===== src/rtl/mem_bus_arbiter.sv =====
// Round-robin arbiter sharing one Avalon-style memory bus between the fetch and data ports.
// Bus strobes are registered and held across waitrequest; a watchdog aborts stalled accesses.
module mem_bus_arbiter #(
    parameter int unsigned TIMEOUT_CYCLES = 255
) (
    input  logic        clk,
    input  logic        reset_n,
    input  logic        i_req,
    input  logic [31:0] i_addr,
    output logic [31:0] i_rdata,
    output logic        i_ack,
    output logic        i_err,
    input  logic        d_req,
    input  logic        d_we,
    input  logic [31:0] d_addr,
    input  logic [31:0] d_wdata,
    input  logic [3:0]  d_byteenable,
    output logic [31:0] d_rdata,
    output logic        d_ack,
    output logic        d_err,
    output logic [31:0] address,
    output logic        read,
    output logic        write,
    output logic [31:0] writedata,
    output logic [3:0]  byteenable,
    input  logic        waitrequest,
    input  logic [31:0] readdata
);
    localparam int unsigned CntW = (TIMEOUT_CYCLES > 0) ? $clog2(TIMEOUT_CYCLES + 1) : 1;
    localparam logic [CntW-1:0] WdLimit = CntW'(TIMEOUT_CYCLES);
    localparam logic OwnerI = 1'b0;
    localparam logic OwnerD = 1'b1;

    typedef enum logic [1:0] {StIdle, StBus, StResp} state_e;

    state_e          state_q, state_d;
    logic            owner_q, owner_d;
    logic            last_q, last_d;
    logic [31:0]     address_q, address_d;
    logic [31:0]     writedata_q, writedata_d;
    logic [31:0]     rdata_q, rdata_d;
    logic [3:0]      byteenable_q, byteenable_d;
    logic            read_q, read_d;
    logic            write_q, write_d;
    logic            err_q, err_d;
    logic [CntW-1:0] wd_cnt_q, wd_cnt_d;
    logic            grant_fetch, grant_data;

    always_comb begin
        state_d      = state_q;
        owner_d      = owner_q;
        last_d       = last_q;
        address_d    = address_q;
        writedata_d  = writedata_q;
        rdata_d      = rdata_q;
        byteenable_d = byteenable_q;
        read_d       = read_q;
        write_d      = write_q;
        err_d        = err_q;
        wd_cnt_d     = wd_cnt_q;
        grant_fetch  = 1'b0;
        grant_data   = 1'b0;

        unique case (state_q)
            StIdle: begin
                // On a tie the requester that was not served last wins.
                grant_fetch = i_req & (~d_req | (last_q == OwnerD));
                grant_data  = d_req & (~i_req | (last_q == OwnerI));
                if (grant_fetch) begin
                    state_d      = StBus;
                    owner_d      = OwnerI;
                    address_d    = i_addr & 32'hffff_fffc;
                    writedata_d  = '0;
                    byteenable_d = 4'b1111;
                    read_d       = 1'b1;
                    write_d      = 1'b0;
                end else if (grant_data) begin
                    state_d      = StBus;
                    owner_d      = OwnerD;
                    address_d    = d_addr & 32'hffff_fffc;
                    writedata_d  = d_wdata;
                    byteenable_d = d_byteenable;
                    read_d       = ~d_we;
                    write_d      = d_we;
                end
                rdata_d  = '0;
                err_d    = 1'b0;
                wd_cnt_d = '0;
            end
            StBus: begin
                if (!waitrequest) begin
                    rdata_d = read_q ? readdata : '0;
                    read_d  = 1'b0;
                    write_d = 1'b0;
                    state_d = StResp;
                end else if ((TIMEOUT_CYCLES != 0) && (wd_cnt_q == WdLimit)) begin
                    rdata_d = '0;
                    err_d   = 1'b1;
                    read_d  = 1'b0;
                    write_d = 1'b0;
                    state_d = StResp;
                end else if (TIMEOUT_CYCLES != 0) begin
                    wd_cnt_d = wd_cnt_q + 1'b1;
                end
            end
            StResp: begin
                last_d  = owner_q;
                state_d = StIdle;
            end
            default: state_d = StIdle;
        endcase
    end

    always_ff @(posedge clk) begin
        if (!reset_n) begin
            state_q      <= StIdle;
            owner_q      <= OwnerI;
            last_q       <= OwnerD;
            address_q    <= '0;
            writedata_q  <= '0;
            rdata_q      <= '0;
            byteenable_q <= '0;
            read_q       <= 1'b0;
            write_q      <= 1'b0;
            err_q        <= 1'b0;
            wd_cnt_q     <= '0;
        end else begin
            state_q      <= state_d;
            owner_q      <= owner_d;
            last_q       <= last_d;
            address_q    <= address_d;
            writedata_q  <= writedata_d;
            rdata_q      <= rdata_d;
            byteenable_q <= byteenable_d;
            read_q       <= read_d;
            write_q      <= write_d;
            err_q        <= err_d;
            wd_cnt_q     <= wd_cnt_d;
        end
    end

    assign address    = address_q;
    assign read       = read_q;
    assign write      = write_q;
    assign writedata  = writedata_q;
    assign byteenable = byteenable_q;

    assign i_ack   = (state_q == StResp) && (owner_q == OwnerI);
    assign d_ack   = (state_q == StResp) && (owner_q == OwnerD);
    assign i_err   = i_ack & err_q;
    assign d_err   = d_ack & err_q;
    assign i_rdata = i_ack ? rdata_q : '0;
    assign d_rdata = d_ack ? rdata_q : '0;

endmodule


===== config.mk =====
export PLATFORM = sky130hd
export DESIGN_NAME = mem_bus_arbiter
export DESIGN_NICKNAME = d
export VERILOG_FILES = /design/src/rtl/mem_bus_arbiter.sv
export SDC_FILE = /design/constraint.sdc
export NUM_CORES = 1
export LEC_CHECK = 0
export BUFFER_PORTS_ARGS = -buffer_cell sky130_fd_sc_hd__buf_2
export CAP_MARGIN = 20
export CORE_MARGIN = 5
export CORE_UTILIZATION = 40
export CTS_CLUSTER_SIZE = 20
export DETAILED_ROUTE_END_ITERATION = 10
export PLACE_DENSITY = 0.83
export SLEW_MARGIN = 5
export SYNTH_ARGS = -nofsm -noshare
export SYNTH_HDL_FRONTEND = slang
export SYNTH_SLANG_ARGS = --single-unit

===== constraint.sdc =====
create_clock -name clk -period 1.7 [get_ports clk]
set_clock_uncertainty 0.2 [all_clocks]
set_input_delay 0.34 -clock clk [delete_from_list [all_inputs] [get_ports clk]]
set_output_delay 0.34 -clock clk [all_outputs]
set_load 0.01 [all_outputs]

## Word level (Yosys, flattened, before mapping)

Cells that the tools add are included.

- Add/subtract/negate cells: 1
- Eq/ne operators: 8
- Mux-type cells: 33
- Bitwise logic cells: 11
- Reduce and logical (&&, ||, !) cells: 11

Operators by type and width:

| operator | count |
|---|---|
| $mux W32 | 9 |
| $pmux W32 S2 | 1 |
| $mux W8 | 2 |
| $pmux W8 S2 | 1 |
| $mux W1 | 10 |
| $reduce_and A3 Y1 | 3 |
| $add A8 B1 Y8 const B | 1 |
| $eq A8 B8 Y1 const B | 1 |
| $mux W2 | 4 |
| $mux W4 | 2 |
| $ne A2 B2 Y1 const B | 3 |
| $ne A3 B3 Y1 const B | 2 |
| $pmux W1 S2 | 3 |
| $reduce_and A2 Y1 | 3 |
| $not A1 Y1 | 5 |
| $and A1 B1 Y1 | 4 |
| $pmux W2 S2 | 1 |
| $reduce_bool A2 Y1 | 2 |
| $eq A2 B1 Y1 const B | 1 |
| $eq A2 B2 Y1 const B | 1 |
| $logic_and A1 B1 Y1 | 2 |
| $logic_not A2 Y1 | 1 |
| $or A1 B1 Y1 | 2 |

- Register bits: 115
- Logic and storage cells: 75

## Logic depth before layout (Yosys ltp)

- Word-level depth: 6
- Gate-level depth with buffers: 7
- Gate-level depth less buffers: 5

## Worst setup path before layout

Ideal clock, no wire load.

- Path kind: flip-flop to output port
- Start: reg state_q[0]
- End: out d_rdata[23]
- Data arrival time: 1282 ps
- Data required time: 1160 ps
- Setup slack: -122 ps
- Cell stages (with the launch flop): 7
- Cell sequence: dfxtp_1 buf_6 inv_1 and3_1 clkbuf_1 clkbuf_1 and2_1

- Word-level cells in the longest chain between the ends: 3

RTL lines:

| what | RTL line | text |
|---|---|---|
| start, declared | 36 | `state_e state_q, state_d;` |
| start signal, assigned | 116 | `state_q <= StIdle;` |
| start signal, assigned | 128 | `state_q <= state_d;` |
| $eq A2 B2 Y1 | 149 | `assign d_ack = (state_q == StResp) && (owner_q == OwnerD);` |
| $logic_and A1 B1 Y1 | 149 |  |
| named net d_ack | 19 | `output logic d_ack,` |
| $mux W32 | 153 | `assign d_rdata = d_ack ? rdata_q : '0;` |
| end, declared | 18 | `output logic [31:0] d_rdata,` |

The timed path passes the listed nets, and every way through them passes these cells.

## Worst setup path after layout

- Start: reg state_q[0]
- End: out i_rdata[31]

- Word-level cells in the longest chain between the ends: 3

RTL lines:

| what | RTL line | text |
|---|---|---|
| $eq A2 B2 Y1 | 148 | `assign i_ack = (state_q == StResp) && (owner_q == OwnerI);` |
| $logic_and A1 B1 Y1 | 148 |  |
| $mux W32 | 152 | `assign i_rdata = i_ack ? rdata_q : '0;` |
| end, declared | 10 | `output logic [31:0] i_rdata,` |

Every way passes these cells.

==> summary.md <==
| Metric | Value |
|---|---|
| Status | finished with violations |
| Violated checks | negative setup slack |
| Via density | 5.31 |
| Yosys warning count | 0 |
| All-Layer GR Usage | 0.225 |
| Final non-filler cell total | 1,073 |
| Buf+Inv Stages, Crit Path | 4 |
| Post-layout minimum cycle time | 2060 ps |
| R2R Setup Slk | -170 ps |
| Crit. End Element | output pin |
| First-pass GRT wire length | 26,400 um |
| Fmax | 485 MHz |
| Worst path max stage delay | 340 ps |
| VDD IR-drop max | 0.000803 V |
| Mapped Area | 0.00491 mm2 |
| DRT iter0 DRCs | 271 |
| Die Ht | 121 um |
| Slew Viols, Final | 0 |
| Worst setup startpoint | state_q[0] |
| FF+latch count, synth | 113 |
| IO buf count | 269 |
| EDFF count, synth | 0 |
| Crit share post-route | 1.21 |
| Synth-to-layout area growth | 81.0% |
| Synth Area in Simple Gates | 0.210 |
| Drt wl/cell | 19.0 um |
| CP Data Required Time | 1160 ps |
| Routed WL | 20,300 um |
| DRT Pass-1 Iters | 4 |
| WP depth | 7 |
| CTS tree | yes |
| Worst reg2reg endpoint | address[24] |
| Initial antenna violation count | 0 |
| Largest net degree at the start of global routing | 54 |
| Crit-path max FO | 5 |
| Final setup vio count | 137 |
| Max Root-Sink Buffers | 2 |
| CTS HTree Levels | 4 |
| Area share of xor/xnor cells in the synthesized design | 0.00178 |
| Clock transition at the registers of the reported paths | 50 ps |
| RSZ-0062 raised after global routing | true |
| Starting Density | 0.409 |
| Pwr/cell area | 923 mW/mm2 |
| Antenna violation net count after detailed routing | 0 |
| Vias in the first global route | 5,435 |
| Number of unique standard cell types used by synthesis | 43 |
| Crit path to | i_rdata[31] |
| Sequential Power Share | 0.355 |
| Die ar. | 0.0146 mm2 |
| Fin util | 0.740 |
| Crit path cell chain | inv_4, nand2_4, nor2_4, buf_4, buf_4, and2_1, buf_2 |
| Power Internal | 6.08 mW |
| Rows | 40 |
| Core ar. | 0.0120 mm2 |
| Switch share | 0.259 |
| Asr flop ratio synth | 0 |
| Layout cells sized above 1 | 0.508 |
| Cell family with most CP delay | buffers and inverters |
| Root Buffer | clkbuf_16 |
| Die X | 121 um |
| CTS buffer count | 17 |
| Post-DP HPWL | 10,800 um |
| Compound-Gate Fraction of Synth Area | 0.202 |
| Leak Pwr | 4.21 nW |
| Critical R2R Launch | state_q[1] |
| Worst setup SP type | flop |
| Worst setup slack after layout | -362 ps |
| Multiplexer share of the synthesized area | 0.0611 |
| NetSw | 2.13 mW |
| Pre-CTS setup slack | -78.5 ps |
| Hold Crit Class | input pin to flop |
| Clock share of power | 0.441 |
| Clk_lat worst skew | 400 ps |
| Via count | 5,697 |
| Setup CP Type | flop to output pin |
| Maxcap violations | 0 |
| Worst EP arrival | 1520 ps |
| Seq/Total Area, Yosys | 0.461 |
| Cells after synthesis | 531 |
| Remaining DRCs | 0 |
| Mapped Avg Cell Area | 9.25 um2 |
| Hold Fails Final Rpt | 0 |
| Clock sink total | 113 |
| Worst R2R Path Depth | 7 |
| Placed cells | 935 |
| I/O pin count | 276 |
| GP Congestion | 0.825 |
| Highest-delay cell along the critical path | dfxtp_2 |
| Nets | 1,051 |
| CP dominant cell by count | buf_4 |
| Comb pwr share | 0.204 |
| Post-synthesis adder-cell area fraction | 0.00255 |
| GRT overflow | 0 |
| Largest family of logic cells by synthesized area | simple AND/OR/NAND/NOR gates |
| Ys flop type | dfxtp_1 |
==> registers in the layout, summed over array words and instances, names as in the netlist <==
name        flops
rdata_q        32
writedata      32
address        30
wd_cnt_q        8
byteenable      4
state_q         2
err_q           1
last_q          1
owner_q         1
read            1
write           1
==> routing by layer <==
| layer | up-vias | share of wire | GRT usage |
|---|---|---|---|
| li1 | 2650 | - | - |
| met1 | 2703 | 0.37 | 0.253 |
| met2 | 278 | 0.52 | 0.397 |
| met3 | 66 | 0.066 | 0.0589 |
| met4 | 0 | 0.043 | 0.0984 |
| met5 | - | 0 | 0 |
==> power by group through the flow <==
stage | clock network [mW] | logic (mW) | registers, mW
3_5_place_dp | 0 | 1.13 | 2.95
5_1_grt | 3.78 | 1.78 | 2.93
4_1_cts | 3.66 | 1.33 | 2.90
6_report | 3.62 | 1.68 | 2.91
3_3_place_gp | 0 | 1.11 | 2.94
2_1_floorplan | 0 | 0.569 | 3.01
==> logic make-up (layout without fill, tap and decap cells) <==
kind of cell | count (synthesis) | count (layout)
mux | 30 | 30
xor+xnor | 1 | 1
fa+ha+maj | 1 | 1
buf+inv | 53 | 446
flops | 113 | 113
other cells | 1 | 3
compound gates | 124 | 124
simple gates | 208 | 208
==> worst min-delay path by stage <==
| stage | start | end | slack (ps) | depth (start not counted) |
|---|---|---|---|---|
| floorplan | owner_q | owner_q | 270 | 2 |
| global placement | write | write | 280 | 2 |
| detailed placement | address[8] | address[8] | 290 | 2 |
| CTS | d_wdata[10] | writedata[10] | 2 | 3 |
| global route | d_byteenable[2] | byteenable[2] | 10 | 2 |
| finish | d_wdata[10] | writedata[10] | 3 | 3 |
==> per-stage QoR <==
step           power [mW]  instance area [um2]  TNS [ps]  hold slack, ps
2_1_floorplan        3.58                 4940      -606             269
3_3_place_gp         4.05                 6590     -1520             281
3_5_place_dp         4.08                 6590     -3080             288
4_1_cts              7.89                 8070    -23620            1.96
5_1_grt              8.49                 8890    -35380            11.7
6_report             8.21                 8890    -26060            3.25
==> layout make-up <==
| cell class | instances | area, um2 |
|---|---|---|
| Tap cell | 147 | 184 |
| Antenna cell | 1 | 2.50 |
| Clock inverter | 11 | 135 |
| Sequential cell | 113 | 2270 |
| Clock buffer | 21 | 470 |
| Timing Repair Buffer | 407 | 3110 |
| Multi-Input combinational cell | 366 | 2690 |
| Inverter | 7 | 30.0 |
| Fill cell | 823 | 3120 |
==> cells in the final DEF, fill, tap and decap left out, types with 4 or more instances in the layout <==
cell type      instances
a21oi_1                5
buf_12                12
o221a_2                4
nand2_1                5
a22oi_1               41
buf_6                 40
dfxtp_2                5
nand3_1                9
clkbuf_16             26
clkinv_2               7
buf_2                246
buf_8                  4
and2_4                24
buf_4                 30
nor2_1               100
mux2i_1               30
and2_1                44
inv_1                  5
a22oi_2               23
nand4_1                5
a211oi_1              15
a211oi_2              15
dlygate4sd3_1         65
dfxtp_1              107
==> Yosys cell counts (all sizes together) (3+ instances only) <==
| library cell | instances | share of area |
|---|---|---|
| a211oi | 31 | 0.059 |
| a21o | 3 | 0.0046 |
| a21oi | 6 | 0.0061 |
| a22oi | 64 | 0.098 |
| and2 | 68 | 0.087 |
| buf | 25 | 0.039 |
| clkbuf | 21 | 0.016 |
| dfxtp | 113 | 0.46 |
| inv | 6 | 0.0046 |
| mux2i | 30 | 0.061 |
| nand2 | 8 | 0.0061 |
| nand3 | 9 | 0.0092 |
| nand4 | 5 | 0.0064 |
| nor2 | 103 | 0.079 |
| o21ai | 7 | 0.0094 |
| o221a | 4 | 0.0092 |
| or3 | 3 | 0.0038 |
==> worst min-delay path, cell delays in order <==
cell,delay [ps]
buf_2,70
a22oi_1,60
nor2_1,90
==> what timing repair did <==
action	4_1_cts	5_1_grt
pin swaps	15	81
setup buffers	7	17
hold buffers	64	1
resized for setup	32	108
endpoints found under the hold margin	64	1
endpoints found under the setup margin	105	167
gates cloned	4	15
(Power assumes the default switching activity.)
